--- src/rtl/sa_cache_ctrl.sv ---
`default_nettype none
// ============================================================================
// Module   : sa_cache_ctrl
// Brief    : Set-associative write-back/write-allocate L1 D-cache controller
//            with LRU replacement, CPU port, store-buffer drain port and a
//            line-granular memory port.
// Revision : 1.0 - initial release
// ============================================================================
module sa_cache_ctrl #(
    parameter int ADDR_W     = 32,
    parameter int DATA_W     = 32,
    parameter int LINE_WORDS = 4,
    parameter int SETS       = 4,
    parameter int WAYS       = 2
) (
    input  logic                         clock_i,
    input  logic                         reset_n_i,
    input  logic                         cpu_valid_i,
    input  logic                         cpu_rw_i,
    input  logic [ADDR_W-1:0]            cpu_addr_i,
    output logic                         cpu_ready_o,
    output logic [DATA_W-1:0]            cpu_rdata_o,
    input  logic                         sb_drain_valid_i,
    input  logic [ADDR_W-1:0]            sb_drain_addr_i,
    input  logic [DATA_W-1:0]            sb_drain_data_i,
    output logic                         sb_drain_done_o,
    input  logic                         force_drain_i,
    output logic                         mem_req_valid_o,
    output logic                         mem_req_rw_o,
    output logic [ADDR_W-1:0]            mem_req_addr_o,
    output logic [LINE_WORDS*DATA_W-1:0] mem_req_data_o,
    input  logic                         mem_resp_ready_i,
    input  logic [LINE_WORDS*DATA_W-1:0] mem_resp_data_i
);
    localparam int LINE_W   = LINE_WORDS * DATA_W;
    localparam int OFF      = $clog2(LINE_W / 8);
    localparam int WOFF     = $clog2(DATA_W / 8);
    localparam int IDX_BITS = $clog2(SETS);
    localparam int IDX_W    = (SETS > 1) ? IDX_BITS : 1;
    localparam int WSEL_W   = (LINE_WORDS > 1) ? $clog2(LINE_WORDS) : 1;
    localparam int WAY_W    = (WAYS > 1) ? $clog2(WAYS) : 1;
    localparam int TAG_W    = ADDR_W - OFF - IDX_BITS;

    typedef enum logic [1:0] {
        S_IDLE       = 2'd0,
        S_COMPARE    = 2'd1,
        S_WRITE_BACK = 2'd2,
        S_ALLOCATE   = 2'd3
    } state_t;

    state_t              state_q, state_d;
    logic                drain_q, drain_d;
    logic                rw_q, rw_d;
    logic [ADDR_W-1:0]   addr_q, addr_d;
    logic [DATA_W-1:0]   wdata_q, wdata_d;
    logic [WAY_W-1:0]    victim_q, victim_d;

    logic                valid_q [SETS][WAYS];
    logic                dirty_q [SETS][WAYS];
    logic [TAG_W-1:0]    tag_q   [SETS][WAYS];
    logic [LINE_W-1:0]   line_q  [SETS][WAYS];
    logic [WAY_W-1:0]    age_q   [SETS][WAYS];

    logic [IDX_W-1:0]    req_idx;
    logic [TAG_W-1:0]    req_tag;
    logic [WSEL_W-1:0]   req_word;
    logic [ADDR_W-1:0]   req_line_addr;
    logic                hit;
    logic [WAY_W-1:0]    hit_way;
    logic                inv_found;
    logic [WAY_W-1:0]    victim;
    logic [WAY_W-1:0]    sel_way;
    logic [WAY_W-1:0]    acc_way;
    logic [ADDR_W-1:0]   sel_addr;
    logic [LINE_W-1:0]   hit_line;
    logic                do_hit;
    logic                do_fill;

    assign req_idx       = IDX_W'((addr_q >> OFF) & ADDR_W'(SETS - 1));
    assign req_tag       = TAG_W'(addr_q >> (OFF + IDX_BITS));
    assign req_word      = WSEL_W'((addr_q >> WOFF) & ADDR_W'(LINE_WORDS - 1));
    assign req_line_addr = addr_q & ~ADDR_W'((64'd1 << OFF) - 64'd1);
    assign hit_line      = line_q[req_idx][hit_way];
    assign sel_way       = (state_q == S_COMPARE) ? victim : victim_q;
    assign sel_addr      = (ADDR_W'(tag_q[req_idx][sel_way]) << (OFF + IDX_BITS))
                         | (ADDR_W'(req_idx) << OFF);
    assign acc_way       = do_fill ? victim_q : hit_way;

    // Lowest-index match/invalid way wins, hence the descending loops.
    always_comb begin
        hit       = 1'b0;
        hit_way   = '0;
        inv_found = 1'b0;
        victim    = '0;
        for (int w = WAYS - 1; w >= 0; w--) begin
            if (valid_q[req_idx][w] && (tag_q[req_idx][w] == req_tag)) begin
                hit     = 1'b1;
                hit_way = WAY_W'(w);
            end
            if (!valid_q[req_idx][w]) begin
                inv_found = 1'b1;
                victim    = WAY_W'(w);
            end
        end
        if (!inv_found) begin
            for (int w = 0; w < WAYS; w++) begin
                if (age_q[req_idx][w] == WAY_W'(WAYS - 1)) begin
                    victim = WAY_W'(w);
                end
            end
        end
    end

    always_comb begin
        state_d         = state_q;
        drain_d         = drain_q;
        rw_d            = rw_q;
        addr_d          = addr_q;
        wdata_d         = wdata_q;
        victim_d        = victim_q;
        cpu_ready_o     = 1'b0;
        cpu_rdata_o     = '0;
        sb_drain_done_o = 1'b0;
        mem_req_valid_o = 1'b0;
        mem_req_rw_o    = 1'b0;
        mem_req_addr_o  = '0;
        mem_req_data_o  = '0;
        do_hit          = 1'b0;
        do_fill         = 1'b0;
        case (state_q)
            S_IDLE: begin
                if (sb_drain_valid_i && (force_drain_i || !cpu_valid_i)) begin
                    drain_d = 1'b1;
                    rw_d    = 1'b1;
                    addr_d  = sb_drain_addr_i;
                    wdata_d = sb_drain_data_i;
                    state_d = S_COMPARE;
                end else if (cpu_valid_i) begin
                    drain_d = 1'b0;
                    rw_d    = cpu_rw_i;
                    addr_d  = cpu_addr_i;
                    state_d = S_COMPARE;
                end
            end
            S_COMPARE: begin
                if (hit) begin
                    do_hit = 1'b1;
                    if (drain_q) begin
                        sb_drain_done_o = 1'b1;
                    end else begin
                        cpu_ready_o = 1'b1;
                        cpu_rdata_o = hit_line[req_word*DATA_W +: DATA_W];
                    end
                    state_d = S_IDLE;
                end else begin
                    victim_d        = victim;
                    mem_req_valid_o = 1'b1;
                    if (valid_q[req_idx][victim] && dirty_q[req_idx][victim]) begin
                        mem_req_rw_o   = 1'b1;
                        mem_req_addr_o = sel_addr;
                        mem_req_data_o = line_q[req_idx][victim];
                        state_d        = S_WRITE_BACK;
                    end else begin
                        mem_req_addr_o = req_line_addr;
                        state_d        = S_ALLOCATE;
                    end
                end
            end
            S_WRITE_BACK: begin
                mem_req_valid_o = 1'b1;
                if (mem_resp_ready_i) begin
                    mem_req_addr_o = req_line_addr;
                    state_d        = S_ALLOCATE;
                end else begin
                    mem_req_rw_o   = 1'b1;
                    mem_req_addr_o = sel_addr;
                    mem_req_data_o = line_q[req_idx][victim_q];
                end
            end
            S_ALLOCATE: begin
                mem_req_valid_o = 1'b1;
                mem_req_addr_o  = req_line_addr;
                if (mem_resp_ready_i) begin
                    do_fill = 1'b1;
                    state_d = S_COMPARE;
                end
            end
            default: state_d = S_IDLE;
        endcase
    end

    always_ff @(posedge clock_i) begin
        if (!reset_n_i) begin
            state_q  <= S_IDLE;
            drain_q  <= 1'b0;
            rw_q     <= 1'b0;
            addr_q   <= '0;
            wdata_q  <= '0;
            victim_q <= '0;
        end else begin
            state_q  <= state_d;
            drain_q  <= drain_d;
            rw_q     <= rw_d;
            addr_q   <= addr_d;
            wdata_q  <= wdata_d;
            victim_q <= victim_d;
        end
    end

    // Accessed way becomes youngest; only younger ways age, so ages stay a permutation.
    always_ff @(posedge clock_i) begin
        if (!reset_n_i) begin
            for (int s = 0; s < SETS; s++) begin
                for (int w = 0; w < WAYS; w++) begin
                    valid_q[s][w] <= 1'b0;
                    dirty_q[s][w] <= 1'b0;
                    tag_q[s][w]   <= '0;
                    line_q[s][w]  <= '0;
                    age_q[s][w]   <= WAY_W'(w);
                end
            end
        end else begin
            if (do_hit || do_fill) begin
                for (int w = 0; w < WAYS; w++) begin
                    if (WAY_W'(w) == acc_way) begin
                        age_q[req_idx][w] <= '0;
                    end else if (age_q[req_idx][w] < age_q[req_idx][acc_way]) begin
                        age_q[req_idx][w] <= age_q[req_idx][w] + WAY_W'(1);
                    end
                end
            end
            if (do_fill) begin
                valid_q[req_idx][victim_q] <= 1'b1;
                dirty_q[req_idx][victim_q] <= 1'b0;
                tag_q[req_idx][victim_q]   <= req_tag;
                line_q[req_idx][victim_q]  <= mem_resp_data_i;
            end
            if (do_hit && (drain_q || rw_q)) begin
                dirty_q[req_idx][hit_way] <= 1'b1;
            end
            if (do_hit && drain_q) begin
                line_q[req_idx][hit_way][req_word*DATA_W +: DATA_W] <= wdata_q;
            end
        end
    end
endmodule
`default_nettype wire
--- config.mk ---
export PLATFORM = sky130hd
export DESIGN_NAME = sa_cache_ctrl
export DESIGN_NICKNAME = d
export VERILOG_FILES = /design/src/rtl/sa_cache_ctrl.sv
export SDC_FILE = /design/constraint.sdc
export NUM_CORES = 2
export LEC_CHECK = 0
export CORE_ASPECT_RATIO = 0.7
export CORE_MARGIN = 2
export CORE_UTILIZATION = 65
export CTS_CLUSTER_DIAMETER = 80
export CTS_CLUSTER_SIZE = 20
export DETAILED_ROUTE_END_ITERATION = 7
export MAX_ROUTING_LAYER = met4
export PLACE_DENSITY = 0.86
export SLEW_MARGIN = 10
export SYNTH_ARGS = -nofsm -noshare
export SYNTH_HDL_FRONTEND = slang
export SYNTH_SLANG_ARGS = --single-unit
--- constraint.sdc ---
create_clock -name clock_i -period 9 [get_ports clock_i]
set_clock_uncertainty 0.2 [all_clocks]
set_input_delay 1.8 -clock clock_i [delete_from_list [all_inputs] [get_ports clock_i]]
set_output_delay 1.8 -clock clock_i [all_outputs]
set_load 0.03 [all_outputs]
# ---- After elaboration in Yosys (flattened, before gate mapping)
# Memory sizes are Yosys's and may differ from the RTL's. A register that Yosys moved wholly into a read port is not among the register bits.
# Cells that the tools add are included.
# Widths: inputs -> output; s select.
dict set report word_totals {
  regBits 69
  ram_bits 1256
  inputBits 231
  output_inout_bits 196
  wordCells 722
  mem_count 5
}
dict set report classes {
  addsub 3
  magnitude_cmp 9
  eq_ne 8
  shift 3
  n_mux 397
  bitwise 267
  n_reduce_logical 24
}
# memory depth word_bits read_ports rd_ports_with_merged_regs wr line
set memory_table {}
lappend memory_table {line_q 4 256 1 1 4 61} ;# logic [LINE_W-1:0] line_q [SETS][WAYS];
lappend memory_table {tag_q 4 52 1 1 4 60} ;# logic [TAG_W-1:0] tag_q [SETS][WAYS];
lappend memory_table {age_q 4 2 1 1 4 62} ;# logic [WAY_W-1:0] age_q [SETS][WAYS];
lappend memory_table {dirty_q 4 2 1 1 4 59} ;# logic dirty_q [SETS][WAYS];
lappend memory_table {valid_q 4 2 1 1 4 58} ;# logic valid_q [SETS][WAYS];
# cell n
set op_table {}
lappend op_table {{$mux 128} 14}
lappend op_table {{$mux 256} 4}
lappend op_table {{$mux 1} 326}
lappend op_table {{$or 1x1->1} 260}
lappend op_table {{$demux 128 s1} 2}
lappend op_table {{$mux 32} 8}
lappend op_table {{$pmux 128 s2} 1}
lappend op_table {{$reduce_or 256->1} 1}
lappend op_table {{$mux 52} 3}
lappend op_table {{$shift 32x34->128 const A} 1}
lappend op_table {{$shiftx 128x8->32} 1}
lappend op_table {{$shiftx 32x34->128} 1}
lappend op_table {{$mux 26} 4}
lappend op_table {{$pmux 32 s3} 1}
lappend op_table {{$mux 2} 28}
lappend op_table {{$eq 26x26->1} 2}
lappend op_table {{$reduce_or 52->1} 1}
lappend op_table {{$neg 7->34} 1}
lappend op_table {{$or 32x6->32} 1}
lappend op_table {{$demux 26 s1} 1}
lappend op_table {{$ge 2x2->1 const B} 5}
lappend op_table {{$not 1->2} 5}
lappend op_table {{$logic_and 1x1->1} 8}
lappend op_table {{$pmux 2 s4} 1}
lappend op_table {{other kinds (17)} 31}

# ---- Logic depth before layout (Yosys ltp)
dict set report depth {
  ltp_word 18
  mapped_depth 17
  mapped_depth_nobuf 9
}

# ---- Worst setup path after synthesis
# No wires, ideal clock.
dict set report synth_timing {
  path_kind {register -> output}
  start {register with a tool-made name}
  end {output port cpu_rdata_o[17]}
  arrival_time_ns 3.817
  t_required_ns 7.000
  slack_ns 3.183
  stages_incl_launch_ff 12
  n_path_buf 4
  path_cell_list {dfxtp_1 > buf_2 > clkbuf_1 > mux4_2 > xor2_1 > nor4b_1 > nand3_1 > or2_1 > clkbuf_1 > a211o_1 > buf_2 > a2111oi_1}
}
# element line
set synth_rtl {}
lappend synth_rtl {{to (decl)} 22} ;# output logic [DATA_W-1:0] cpu_rdata_o,

==> impl_metrics.csv <==
group,metric,value,unit
hold_path,hold_path_depth,2,
cells_and_area,nets,5790,
global_route,grt-ovfl-total,0,
hold_path,holdCritPathClass,"flop to flop",
timing,period_needed,8.93,ns
floorplan,die_w,389,um
place,dpl.cell_count,6822,
detailed_routing,postRouteAntennaNets,0,
place,numPortBuffers,418,
synth,synth_most_common_cell,"nor2_1",
detailed_routing,route.vias.total,50200,
synth,ys_ff_latch,1325,
critical_path,worst_ep_required_time,7.00,ns
clock_network,cts-resized-gates,0,
critical_path,cp-start-kind,"flop",
synth,ys_async_sr_fraction,0,%
place,dp_slack,1.30,ns
synth,synth_area_per_cell,12.5,um2
detailed_routing,via_per_inst,7.18,
floorplan,dieArea,106000,um2
synth,yosys_warnings,0,
synth,synthFlopType,"edfxtp_1",
detailed_routing,drt_first_iter_violations,10500,
timing,fmax,0.112,GHz
floorplan,die_y,274,um
clock_network,clk_latency,0.71,ns
clock_network,cts_tree,"yes",
global_route,grt_pass1_wl,327000,um
power_and_ir_drop,leakage,27.2,nW
floorplan,rows,98,
cells_and_area,final_cell_area,74900,um2
synth,synth_top_area_cell,"edfxtp_1",
run_status,status,"finished with violations",
timing,max_slew_margin,5.76,%
synth,ys_top_cells_by_count,"1257 x nor2_1, 1245 x edfxtp_1, 474 x nand2_1, 401 x mux2i_1, 366 x clkbuf_1",
floorplan,start_util,65.8,%
run_status,violations,"DRC",
timing,fin_tns_setup,0,ns
clock_network,cts.hold.buffers_added,0,
floorplan,io_pins,427,
global_route,grt_use_total,44.2,%
timing,maxSlewViolCount,0,
clock_network,clk_pin_slew,0.09,ns
synth,synth_top_area_share,55.4,%
critical_path,worstPathArrival,6.93,ns
place,place_congestion,0.983,
cells_and_area,final_layout_size_suffix_gt1_share,13.2,%
critical_path,path_max_fanout,54,
synth,netlist_top_cells_area,"edfxtp_1 55%, mux4_2 11%, nor2_1 7.0%",
global_route,antenna_found_initial,31,
timing,hold_viol,0,
clock_network,numCtsBuffers,76,
synth,postSynthCellCount,5405,
critical_path,end_kind,"output pin",
place,hpwl,150000,um
detailed_routing,wirelength,231000,um
clock_network,clock-sinks,1325,
clock_network,postCtsSetupBuffers,0,
synth,ys_seq_area_share,57.8,%
clock_network,clockBufferDepth,3,
cells_and_area,fillerInstances,6281,
detailed_routing,firstDrtPassIters,8,
cells_and_area,final_cells,7000,
critical_path,reg2regPathDepth,12,
timing,setup_viol,0,
cells_and_area,area_growth,11.0,%
timing,setup_ws,0.0693,ns
detailed_routing,route.detailed.drc,6,
synth,syn-cell-area,67500,um2
clock_network,cts_root_buf,"clkbuf_16",
synth,yosys.cell_types.count,77,
place,place_area,72600,um2
global_route,grt_max_degree,130,
clock_network,cts_max_level,3,
run,drv_cap,0,
detailed_routing,wl_per_cell,33.0,um
global_route,grt_pass1_vias,47400,
timing,worst_pin_slew,1.41,ns
power_and_ir_drop,irDropWorstVdd,0.194,mV
critical_path,crit_type,"flop to output pin",
synth,synth_edf_count,1245,
timing,rsz0062_at_grt,"false",
floorplan,core_area,103000,um2
power_and_ir_drop,p_per_area,190,nW/um2
timing,period_share,99.2,%
metrics by stage:
step	utilization [%]	power, mW	hold slack (ns)
5_1_grt	73.0	14.5	0.275
6_report	73.0	14.2	0.246
2_1_floorplan	-	9.28	0.218
4_1_cts	72.9	14.0	0.247
3_3_place_gp	70.8	10.4	0.230
3_5_place_dp	70.8	10.5	0.235
area by class of cell:
class / count / area (um2) / area share, %
flip-flops and latches: 1325 / 39000 / 52.1
multi-input cells: 3589 / 26700 / 35.6
repair buffers: 538 / 5130 / 6.85
clock buffers: 116 / 2070 / 2.77
well taps: 1350 / 1690 / 2.26
diodes: 55 / 138 / 0.184
inverters: 20 / 80.1 / 0.107
clock inverters: 7 / 76.3 / 0.102
power breakdown:
part	leakage, nW	switching [mW]	internal, mW
registers	13.5	0.326	6.95
clock network	1.03	2.04	1.61
logic	12.7	2.18	1.14
total	27.2	4.54	9.71
flip-flops by register name (all words and copies together), names as in the netlist, 2 cells and up, named ones only:
signal / flops
tag_q: 208
wdata_q: 32
age_q: 8
valid_q: 8
state_q: 2
line_q: 1024
dirty_q: 8
addr_q: 30
worst paths after layout:
kind / to / startpoint / slack (ns)
max: cpu_rdata_o[10] / flop / 0.07
min: valid_q[2][1]$_DFF_P_ / valid_q[2][1]$_DFF_P_ / 0.25
max reg2reg: line_q[2][40]$_SDFFCE_PN0P_ / flop / 2.26
min reg2reg: valid_q[2][1]$_DFF_P_ / valid_q[2][1]$_DFF_P_ / 0.25
critical path, stage by stage (launching register included):
cell             delay [ns]
dfxtp_4                0.90
buf_4                  0.46
mux4_2                 0.38
xnor2_1                0.19
nand4_1                0.11
nor4_1                 0.73
nand2_1                0.26
a311oi_4               0.31
buf_12                 0.37
mux2i_1                0.37
a221oi_1               0.75
o21a_1                 0.52
clkdlybuf4s50_1        0.77
routing by layer:
| layer | track usage, % | part of all wire [%] |
|---|---|---|
| met5 | - | 0 |
| met4 | 21.5 | 6.0 |
| met3 | 23.7 | 21 |
| met1 | 55.8 | 32 |
| met2 | 57.8 | 41 |
cells by family (layout without fill, tap and decap cells):
kind of cell / count (synthesis) / count (layout) / synth area share [%]
mux: 866 / 866 / 19.6
simple gates: 2120 / 2120 / 13.3
xor+xnor: 36 / 36 / 0.467
buf+inv: 494 / 681 / 3.23
compound gates: 554 / 554 / 5.49
flops: 1325 / 1325 / 57.8
fa+ha+maj: 9 / 9 / 0.167
other cells: 1 / 59 / 0.00556
placed cells by master (no fill, tap or decap), types with 138 or more instances in the layout:
| cell | n |
|---|---|
| nor2_1 | 1252 |
| edfxtp_1 | 1245 |
| nand2_1 | 465 |
| clkdlybuf4s50_1 | 417 |
| mux2i_1 | 400 |
| mux4_2 | 327 |
| and3_1 | 164 |
| a21oi_1 | 151 |
| and2_1 | 151 |
| o22ai_1 | 138 |
Note: power is estimated with default switching activity, not from simulation.
==> RTL edit: new RTL, same settings <==
The parameter `ADDR_W` goes from 32 to 40.
--- a/src/rtl/sa_cache_ctrl.sv
+++ b/src/rtl/sa_cache_ctrl.sv
@@ -7,7 +7,7 @@
 // Revision : 1.0 - initial release
 // ============================================================================
 module sa_cache_ctrl #(
-    parameter int ADDR_W     = 32,
+    parameter int ADDR_W     = 40,
     parameter int DATA_W     = 32,
     parameter int LINE_WORDS = 4,
     parameter int SETS       = 4,
Ports: changed (resized cpu_addr_i, mem_req_addr_o and sb_drain_addr_i); port bits go from 427 to 451. No check against the original RTL was run, so the function may have changed too.
==> RTL edit against the original RTL <==
  * Routed wire length increased by 10%
  * Synthesized area increased by 6.3%
  * Power increased by 10%
  * The flow finishes with violations (design-rule violations, max-capacitance violations, max-slew violations)
  * Synthesized cell count increased by 12%
  * Sequential share of layout area decreased by 0.69 points
  * Sequential cell count increased by 72
  * Setup slack improved by 0.016 ns
  * First-iteration DRC count increased by 15%
  * Design area increased by 6.8%
  * Highest routed layer unchanged
==> RTL edit: results (changes against the original RTL) <==
metric;value;unit;change
crit-path max FO;23;;-57%
CP max stage cell;a2111oi_1;;
violated checks;design-rule violations, max-capacitance violations, max-slew violations;;
total of max-cap violations;1;;+1
sequential area share after synthesis;57.30;%;-0.50 points
detailed-route via count;56120;;+12%
Final Max Tran Viols;6;;+6
number of synthesized register bits;1397;;+5.4%
most area-consuming cells after synthesis;edfxtp_1 (55%), mux4_2 (10%), nor2_1 (7.2%);;
Signal buffers;622;;+16%
multi-input logic area;28640;um2;+7.3%
DP HPWL;165800;um;+10%
n_diodes;67;;+22%
initial antenna violation count;48;;+55%
most instantiated cells after synthesis;nor2_1 (1371), edfxtp_1 (1309), mux2i_1 (495);;
Filler cells;6995;;+11%
hold depth;2;;unchanged
multi-input gate count;4066;;+13%
normalized max-slew margin;-3.645;%;-9.4 points
FF-to-FF End;line_q[2][252]$_SDFFCE_PN0P_;;
routability cong.;1.022;;+3.9%
gr usage total;45.61;%;+1.4 points
signal buffers share of area;7.363;%;+0.51 points
number of global-route vias before repair;52120;;+10%
critical path arrival;6.91;ns;-0.02 ns
# DRC;3;;-3
internal reg-to-reg setup slack;2.00;ns;-0.26 ns
fin nets;6454;;+11%
First DRT Iteration DRCs;12030;;+15%
crit-path max cell delay;0.91;ns;
worst-case reg-to-reg path depth;13;;+1
Largest regs;line_q: 1024 flops, tag_q: 272 flops, addr_q: 38 flops;;
final wirelength;254900;um;+10%
layout cells sized above 1;11.27;%;-2.0 points
number of CTS-inserted buffers;79;;+3.9%
clk tree area frac;2.802;%;-0.069 points
Critical Path End;cpu_rdata_o[30];;
first-pass GRT wire length;358900;um;+9.8%
status;finished, violations left;;
CLK BUF;123;;+6.0%
Inverters;32;;+60%
number of synthesized flops with an enable pin;1309;;+5.1%
Max VDD drop;0.1404;mV;-28%
CP top delay family;simple AND/OR/NAND/NOR gates;;
sequential share of cell area;51.39;%;-0.69 points
Distinct cells, synth;79;;+2.6%
Lkg Pwr;29.05;nW;+6.9%
I/O Buffers;442;;+5.7%
## RTL edit: cell types whose count changed after synthesis, sizes merged, moves of 42 or more
cell	unedited run	this run
a211oi	4	53
a21oi	153	335
clkbuf	366	408
edfxtp	1245	1309
mux2	134	16
mux2i	403	495
nand2b	6	53
nand3	15	61
nor2	1258	1374
o21ai	45	90
## RTL edit: power by group
part	switching (mW)	internal (mW)
logic	2.86	1.39
registers	0.244	7.34
clock network	2.18	1.66
## RTL edit: cell families after synthesis
| logic type | count (synthesis) | synth area share [%] |
|---|---|---|
| multiplexers | 833 | 17.28 |
| XOR/XNOR | 50 | 0.6110 |
| other | 1 | 0.005232 |
| buffers and inverters | 577 | 3.353 |
| flip-flops | 1397 | 57.30 |
| AO/OA/AOI/OAI | 774 | 6.756 |
| AND/OR/NAND/NOR | 2396 | 14.53 |
| adder cells (fa/ha/maj) | 9 | 0.1571 |
## RTL edit: timing repair
action	CTS	global route
gates resized for setup	0	2
buffers inserted	0	0
setup endpoints to repair	0	3
endpoints found under the hold margin	0	0
hold buffers	0	0
## RTL edit: stage by stage
step | hold WS (ns) | total power, mW | instance area (um2) | worst slack [ns] | instances
2_1_floorplan | 0.2185 | 10.14 | 71690 | 2.484 | 6040
3_3_place_gp | 0.2262 | 11.58 | 77530 | 1.142 | 7559
3_5_place_dp | 0.2342 | 11.69 | 77530 | 1.172 | 7559
4_1_cts | 0.2470 | 15.34 | 79770 | 0.4198 | 7689
5_1_grt | 0.2678 | 15.89 | 79910 | 0.07030 | 7746
6_report | 0.2436 | 15.67 | 79940 | 0.08553 | 7756
## RTL edit: layer usage
layer	track usage, %	wire [um]	vias to the layer above
met2	61.68	105700	5678
met3	20.46	49350	1132
met4	24.80	18340	0
met5	-	0	-
li1	-	-	22500
met1	57.46	81470	26810
